## src/rtl/attn_pkg.sv

```systemverilog
// Shared definitions for the attention datapath.
// Element geometry defaults and the loader state type.
package attn_pkg;

    localparam int DEF_WIDTH = 16;
    localparam int DEF_N     = 8;

    typedef enum logic [1:0] {
        FILL = 2'd0,
        RUN  = 2'd1,
        OUT  = 2'd2
    } ld_state_t;

endpackage

```

## src/rtl/min_vector_loader.sv

```systemverilog
// Packs N words into the FindMin vector, runs FindMin and
// returns the captured minimum over a valid/ready stream.
module min_vector_loader
    import attn_pkg::*;
#(
    parameter int WIDTH = DEF_WIDTH,
    parameter int N     = DEF_N
) (
    input  logic               clk,
    input  logic               rst_n,
    input  logic               flush,
    input  logic               in_valid,
    output logic               in_ready,
    input  logic [WIDTH-1:0]   in_data,
    output logic [WIDTH*N-1:0] numbers,
    output logic               start,
    input  logic               done,
    input  logic [WIDTH-1:0]   result,
    output logic               out_valid,
    input  logic               out_ready,
    output logic [WIDTH-1:0]   out_min
);

    localparam int CW = (N > 1) ? $clog2(N) : 1;
    localparam logic [CW-1:0] LAST = CW'(N - 1);

    ld_state_t          r_state;
    ld_state_t          w_next;
    logic [CW-1:0]      r_cnt;
    logic [WIDTH*N-1:0] r_numbers;
    logic [WIDTH-1:0]   r_out_min;
    logic               r_in_ready;
    logic               r_start;
    logic               r_out_valid;
    logic               w_accept;
    logic               w_capture;

    // r_in_ready is only ever high in FILL, so it doubles as the state gate
    assign w_accept  = in_valid && r_in_ready && !flush;
    assign w_capture = (r_state == RUN) && done && !flush;

    // Next-state selection; flush overrides every other event
    always_comb begin
        w_next = r_state;
        if (flush) begin
            w_next = FILL;
        end else begin
            unique case (r_state)
                FILL: if (w_accept && (r_cnt == LAST)) w_next = RUN;
                RUN:  if (done) w_next = OUT;
                OUT:  if (out_ready) w_next = FILL;
                default: w_next = FILL;
            endcase
        end
    end

    // State register
    always_ff @(posedge clk or negedge rst_n) begin
        if (!rst_n) r_state <= FILL;
        else        r_state <= w_next;
    end

    // Handshake outputs registered from the next state
    always_ff @(posedge clk or negedge rst_n) begin
        if (!rst_n) begin
            r_in_ready  <= 1'b0;
            r_start     <= 1'b0;
            r_out_valid <= 1'b0;
        end else begin
            r_in_ready  <= (w_next == FILL);
            r_start     <= (w_next == RUN);
            r_out_valid <= (w_next == OUT);
        end
    end

    // Element write pointer, wrapping only after the last element
    always_ff @(posedge clk or negedge rst_n) begin
        if (!rst_n) begin
            r_cnt <= '0;
        end else if (flush) begin
            r_cnt <= '0;
        end else if (w_accept) begin
            r_cnt <= (r_cnt == LAST) ? '0 : r_cnt + CW'(1);
        end
    end

    // Packer: each accepted word lands in its element slot
    always_ff @(posedge clk or negedge rst_n) begin
        if (!rst_n) begin
            r_numbers <= '0;
        end else if (w_accept) begin
            r_numbers[WIDTH*r_cnt +: WIDTH] <= in_data;
        end
    end

    // Capture the FindMin result on completion
    always_ff @(posedge clk or negedge rst_n) begin
        if (!rst_n) begin
            r_out_min <= '0;
        end else if (w_capture) begin
            r_out_min <= result;
        end
    end

    assign in_ready  = r_in_ready;
    assign start     = r_start;
    assign out_valid = r_out_valid;
    assign out_min   = r_out_min;
    assign numbers   = r_numbers;

endmodule
```

## config.mk

```make
export PLATFORM = sky130hd
export DESIGN_NAME = min_vector_loader
export DESIGN_NICKNAME = d
export VERILOG_FILES = /design/src/rtl/attn_pkg.sv /design/src/rtl/min_vector_loader.sv
export SDC_FILE = /design/constraint.sdc
export NUM_CORES = 1
export LEC_CHECK = 0
export CAP_MARGIN = 20
export CORE_MARGIN = 1
export CORE_UTILIZATION = 50
export DETAILED_ROUTE_END_ITERATION = 12
export PLACE_DENSITY = 0.83
export SYNTH_ARGS = -nofsm -noshare
export SYNTH_HDL_FRONTEND = slang
export SYNTH_SLANG_ARGS = --single-unit
```

## constraint.sdc

```tcl
create_clock -name clk -period 5.4 [get_ports clk]
set_input_delay 1.08 -clock clk [delete_from_list [all_inputs] [get_ports clk]]
set_output_delay 1.08 -clock clk [all_outputs]
set_load 0.01 [all_outputs]
```

Word level (Yosys, flattened, before mapping)
Cells that the tools add are included.
Widths: inputs -> output; s select.

operators by class
  $add $sub $neg = 2
  equality and inequality tests = 5
  shift operators = 2
  mux-type cells = 9
  reductions and logical operators = 9

operators with widths
  operator                   count
  $bwmux 128                 1
  $shift 16x34->128 const A  1
  $shiftx 16x34->128         1
  $neg 7->34                 1
  $mux 3                     3
  $mux 2                     4
  $pmux 2 s3                 1
  $logic_and 1x1->1          5
  $eq 2x1->1 const B         2
  $eq 2x2->1 const B         2
  $logic_not 2->1            2
  $add 3x1->3 const B        1
  $eq 3x3->1 const B         1
  $reduce_bool 2->1          1
  $logic_not 1->1            1

storage, ports and cells
  register bits = 152
  output and inout port bits = 147
  word-level logic and storage cells = 34

Depth between registers and ports, before layout
  depth in word-level cells = 7
  gate-level depth with buffers = 10

Worst setup path after synthesis
No wires, ideal clock.

  path type = flip-flop to flip-flop
  from = register r_cnt[0]
  to = register r_numbers[22], in the netlist numbers[22]
  data arrival time = 2.407 ns
  slack = 2.868 ns
  stages on the path, launching flop included = 11
  path through = dfrtp_1 -> clkbuf_1 -> clkbuf_1 -> inv_1 -> ha_1 -> ha_1 -> o31a_1 -> and3_1 -> buf_6 -> buf_6 -> mux2_4

between the ends
  cells in the longest elaborated chain, start to end = 3
  elaborated cells on any way between the ends = 4
  classes of those cells = add/sub: 1; shift: 2; mux: 1

RTL lines
  item                                                     RTL line                 text
  start: declaration                                       min_vector_loader.sv:29  logic [CW-1:0] r_cnt;
  start signal: assignment                                 min_vector_loader.sv:83  r_cnt <= (r_cnt == LAST) ? '0 : r_cnt + CW'(1);
  $neg 7->34 *                                             min_vector_loader.sv:92  r_numbers[WIDTH*r_cnt +: WIDTH] <= in_data;
  $shiftx 16x34->128 or $shift 16x34->128 (tied branches)  min_vector_loader.sv:92
  $bwmux 128 *                                             min_vector_loader.sv:92
  end signal: indexed assignment                           min_vector_loader.sv:92
  end: declaration                                         min_vector_loader.sv:30  logic [WIDTH*N-1:0] r_numbers;

Mark *: on every way between the ends. The rest lies on a longest branch, timed or not.
A chain may end at the register's enable or synchronous reset.

Final worst setup path
  from = register r_cnt[0]
  to = register r_numbers[52], in the netlist numbers[52]

The elaborated chain is that of the path after synthesis.

==> reports/qor.txt <==
Placed cells - 782
Final hold violation count - 0
CP Capture Type - flop
Share of layout cells above drive strength 1 - 25.82%
Starting Density - 52.10%
Worst Setup Path Type - reg -> reg
CTS tree - built
Syn Area/Cell - 14.79 um2
Port buffer count - 184
Number of fill cells - 837
Ports - 185
Tightest Pin Transition - 1.148 ns
Post-route ant nets - 0
Max-cap viol count - 0
Global Route Usage Sum - 24.40%
Run status - finished clean
Slew margin rel. - 23.45%
Hold buffer count at cts - 0
Cell breakdown of the critical path - inv_1 -> ha_1 -> ha_1 -> o31a_1 -> and3_1 -> mux2_2
DRT iter0 DRCs - 156
Mapped cell area - 6655 um2
Pwr dens - 330.7 nW/um2
Number of diodes - 0
Largest net degree at the start of global routing - 117
Cts bufs inserted - 17
Grt ovf - 0
Post-DR vias/cell - 5.210
Dpl hpwl - 11180 um
RSZ-0062 raised after global routing - no
CP max FO - 27
Clock transition at the registers of the reported paths - 0.06 ns
Initial antenna violation count - 0
Setup bufs post-CTS - 0
Minimum clock period - 3.281 ns
Static Leak - 0.004234 uW
Reg-to-reg setup timing slack - 2.12 ns
Tcrit/Tclk final - 60.76%
TNS Setup - 0 ns
Slowest stage delay, CP - 0.89 ns
Synth unique cells - 30
CTS root buf - clkbuf_16
Drt first pass iters - 4
Routability cong. - 0.7715
Post-route cell area - 9120 um2
Worst path buffer plus inverter count - 1
Routed WL per cell - 19.68 um
First-pass GRT wire length - 25500 um
DRC viols - 0
Cell Area, Placed - 8493 um2
Final Instance Count excl. Fillers - 815
Core Region - 12770 um2
Type of origin of the critical path - flop
Skew-Pair Late Insertion Delay - 0.42 ns
Synthesis-stage register bit count - 152
Crit path DAT - 3.59 ns
Clock tree buffer depth - 2
Vert. Die Dim - 117.4 um
Die area - 13780 um2
Die width - 117.4 um
FF-to-FF Start - r_cnt[0]
F_max - 304.8 MHz
Syn Inst Count - 450
Hold Worst Slack - 0.5023 ns
Critical path's slowest cell - dfrtp_1
Syn nets - 494
Slew Limit Fails - 0
Vias in the first global route - 4498
Final Skew - 0.007112 ns
Register area share after synthesis - 57.15%
# resized after CTS - 0
Worst hold endpoint - numbers[2]
DR vias - 4246
Total Nets Final - 675
Synth warn - 0
Reg2reg end - numbers[52]
Layout area overhead - 37.04%
# rows - 41
Most used cell, CP - ha_1
Worst path top cell family by delay - flip-flops
Hold WC Path Type - reg -> reg
Worst vdd ir - 0.1931 mV
Worst R2R Path Depth - 6
Htree depth - 4
Hold Path Stages - 1
Routed wire length - 16040 um
Clk sinks - 152
CP required - 5.71 ns
Final-report setup violation count - 0
Hold Crit Start - numbers[2]
[power by group]
group	leakage, uW	switching (uW)	internal (uW)
sequential	0.00202	67.4	1250
clock	0.000293	439	744
combinational	0.00192	219	298
[cells in the final DEF (no fill, tap or decap)]
cell,count
clkdlybuf4s50_1,183
dfrtp_1,152
mux2_2,69
mux2_4,60
and2_1,31
nand2_1,21
inv_1,19
and3_1,19
mux2i_1,17
clkbuf_16,17
ha_1,6
nor2_1,5
clkinv_2,5
nor3_1,4
a21oi_1,4
and4bb_1,3
bufinv_16,3
clkbuf_1,3
nand3_1,2
nor2b_1,2
and3b_1,2
clkbuf_8,2
buf_6,2
or2_2,1
a211o_1,1
nor3b_2,1
and4b_1,1
nor4b_4,1
o31a_1,1
nand4_2,1
nand4b_1,1
nor3_2,1
clkinv_4,1
buf_16,1
buf_4,1
[worst max path at each step]
stage / start / slack [ns] / to / depth (start not counted)
2_1_floorplan: r_cnt[0] / 2.87 / numbers[22] / 10
3_3_place_gp: flush / 1.94 / numbers[108] / 4
3_5_place_dp: flush / 1.84 / numbers[108] / 4
4_1_cts: r_cnt[0] / 2.11 / numbers[20] / 6
5_1_grt: r_cnt[0] / 1.91 / numbers[107] / 5
6_report: r_cnt[0] / 2.12 / numbers[52] / 6
[synthesized netlist by cell type]
library cell,n,area (um2)
nand4_2,1,12.51
buf_12,3,60.06
and4b_1,1,10.01
mux2_2,69,777.0
mux2_4,60,900.9
nor3_2,1,10.01
and3b_1,2,17.52
or2_2,1,6.260
nand4b_1,1,8.760
inv_1,19,71.32
dfrtp_1,152,3804
a211o_1,1,8.760
and4bb_1,3,37.54
nor3_1,4,20.02
nor3b_1,1,7.510
nor4b_2,1,15.01
nor2_1,5,18.77
a21oi_1,4,20.02
buf_2,1,5.000
nor2b_1,2,12.51
nand2_1,21,78.83
nand3_1,2,10.01
buf_4,2,15.01
o31a_1,1,8.760
and3_1,19,118.9
mux2i_1,17,170.2
clkbuf_1,7,26.28
buf_6,12,135.1
ha_1,6,75.07
and2_1,31,193.9
[cells by family (layout without fill, tap and decap cells)]
family                     Yosys count  count (layout)  synth area share, %
AOI/OAI and AO/OA                    6               6               0.5641
adders and majority gates            6               6                1.128
and+or+nand+nor                     96              96                8.686
muxes                              146             146                27.77
buffers and inverters               44             237                4.700
DFF                                152             152                57.15
[sequential cells by signal, indices dropped and copies added (netlist names)]
name and cells:
r_state 2, out_valid 1, numbers 128, in_ready 1
start 1, out_min 16, r_cnt 3
[metal layers]
| layer | track usage (%) | vias to the layer above | routed length [um] |
|---|---|---|---|
| met5 | 0 | - | 0 |
| met4 | 9.659 | 0 | 293 |
| met3 | 6.955 | 24 | 887 |
| met2 | 40.16 | 138 | 8058 |
| met1 | 30.28 | 2175 | 6802 |
| li1 | - | 1909 | - |
[area by class of cell]
type	count	area, um2	area share, %
Inverter	19	71.32	0.7820
Tap cell	172	215.2	2.360
Sequential cell	152	3804	41.71
Clock buffer	22	464.2	5.090
Timing Repair Buffer	187	1889	20.72
Clock inverter	9	123.9	1.358
Multi-Input combinational cell	254	2552	27.99
[metrics by stage]
stage / util [%] / total power (uW) / worst slack (ns)
CTS: 71.09 / 3035 / 2.112
finish: 71.40 / 3016 / 2.119
global placement: 66.49 / 1828 / 1.937
floorplan: - / 1522 / 2.868
detailed placement: 66.49 / 1849 / 1.842
global route: 71.40 / 3121 / 1.914
Note: power is estimated with default switching activity, not from simulation.
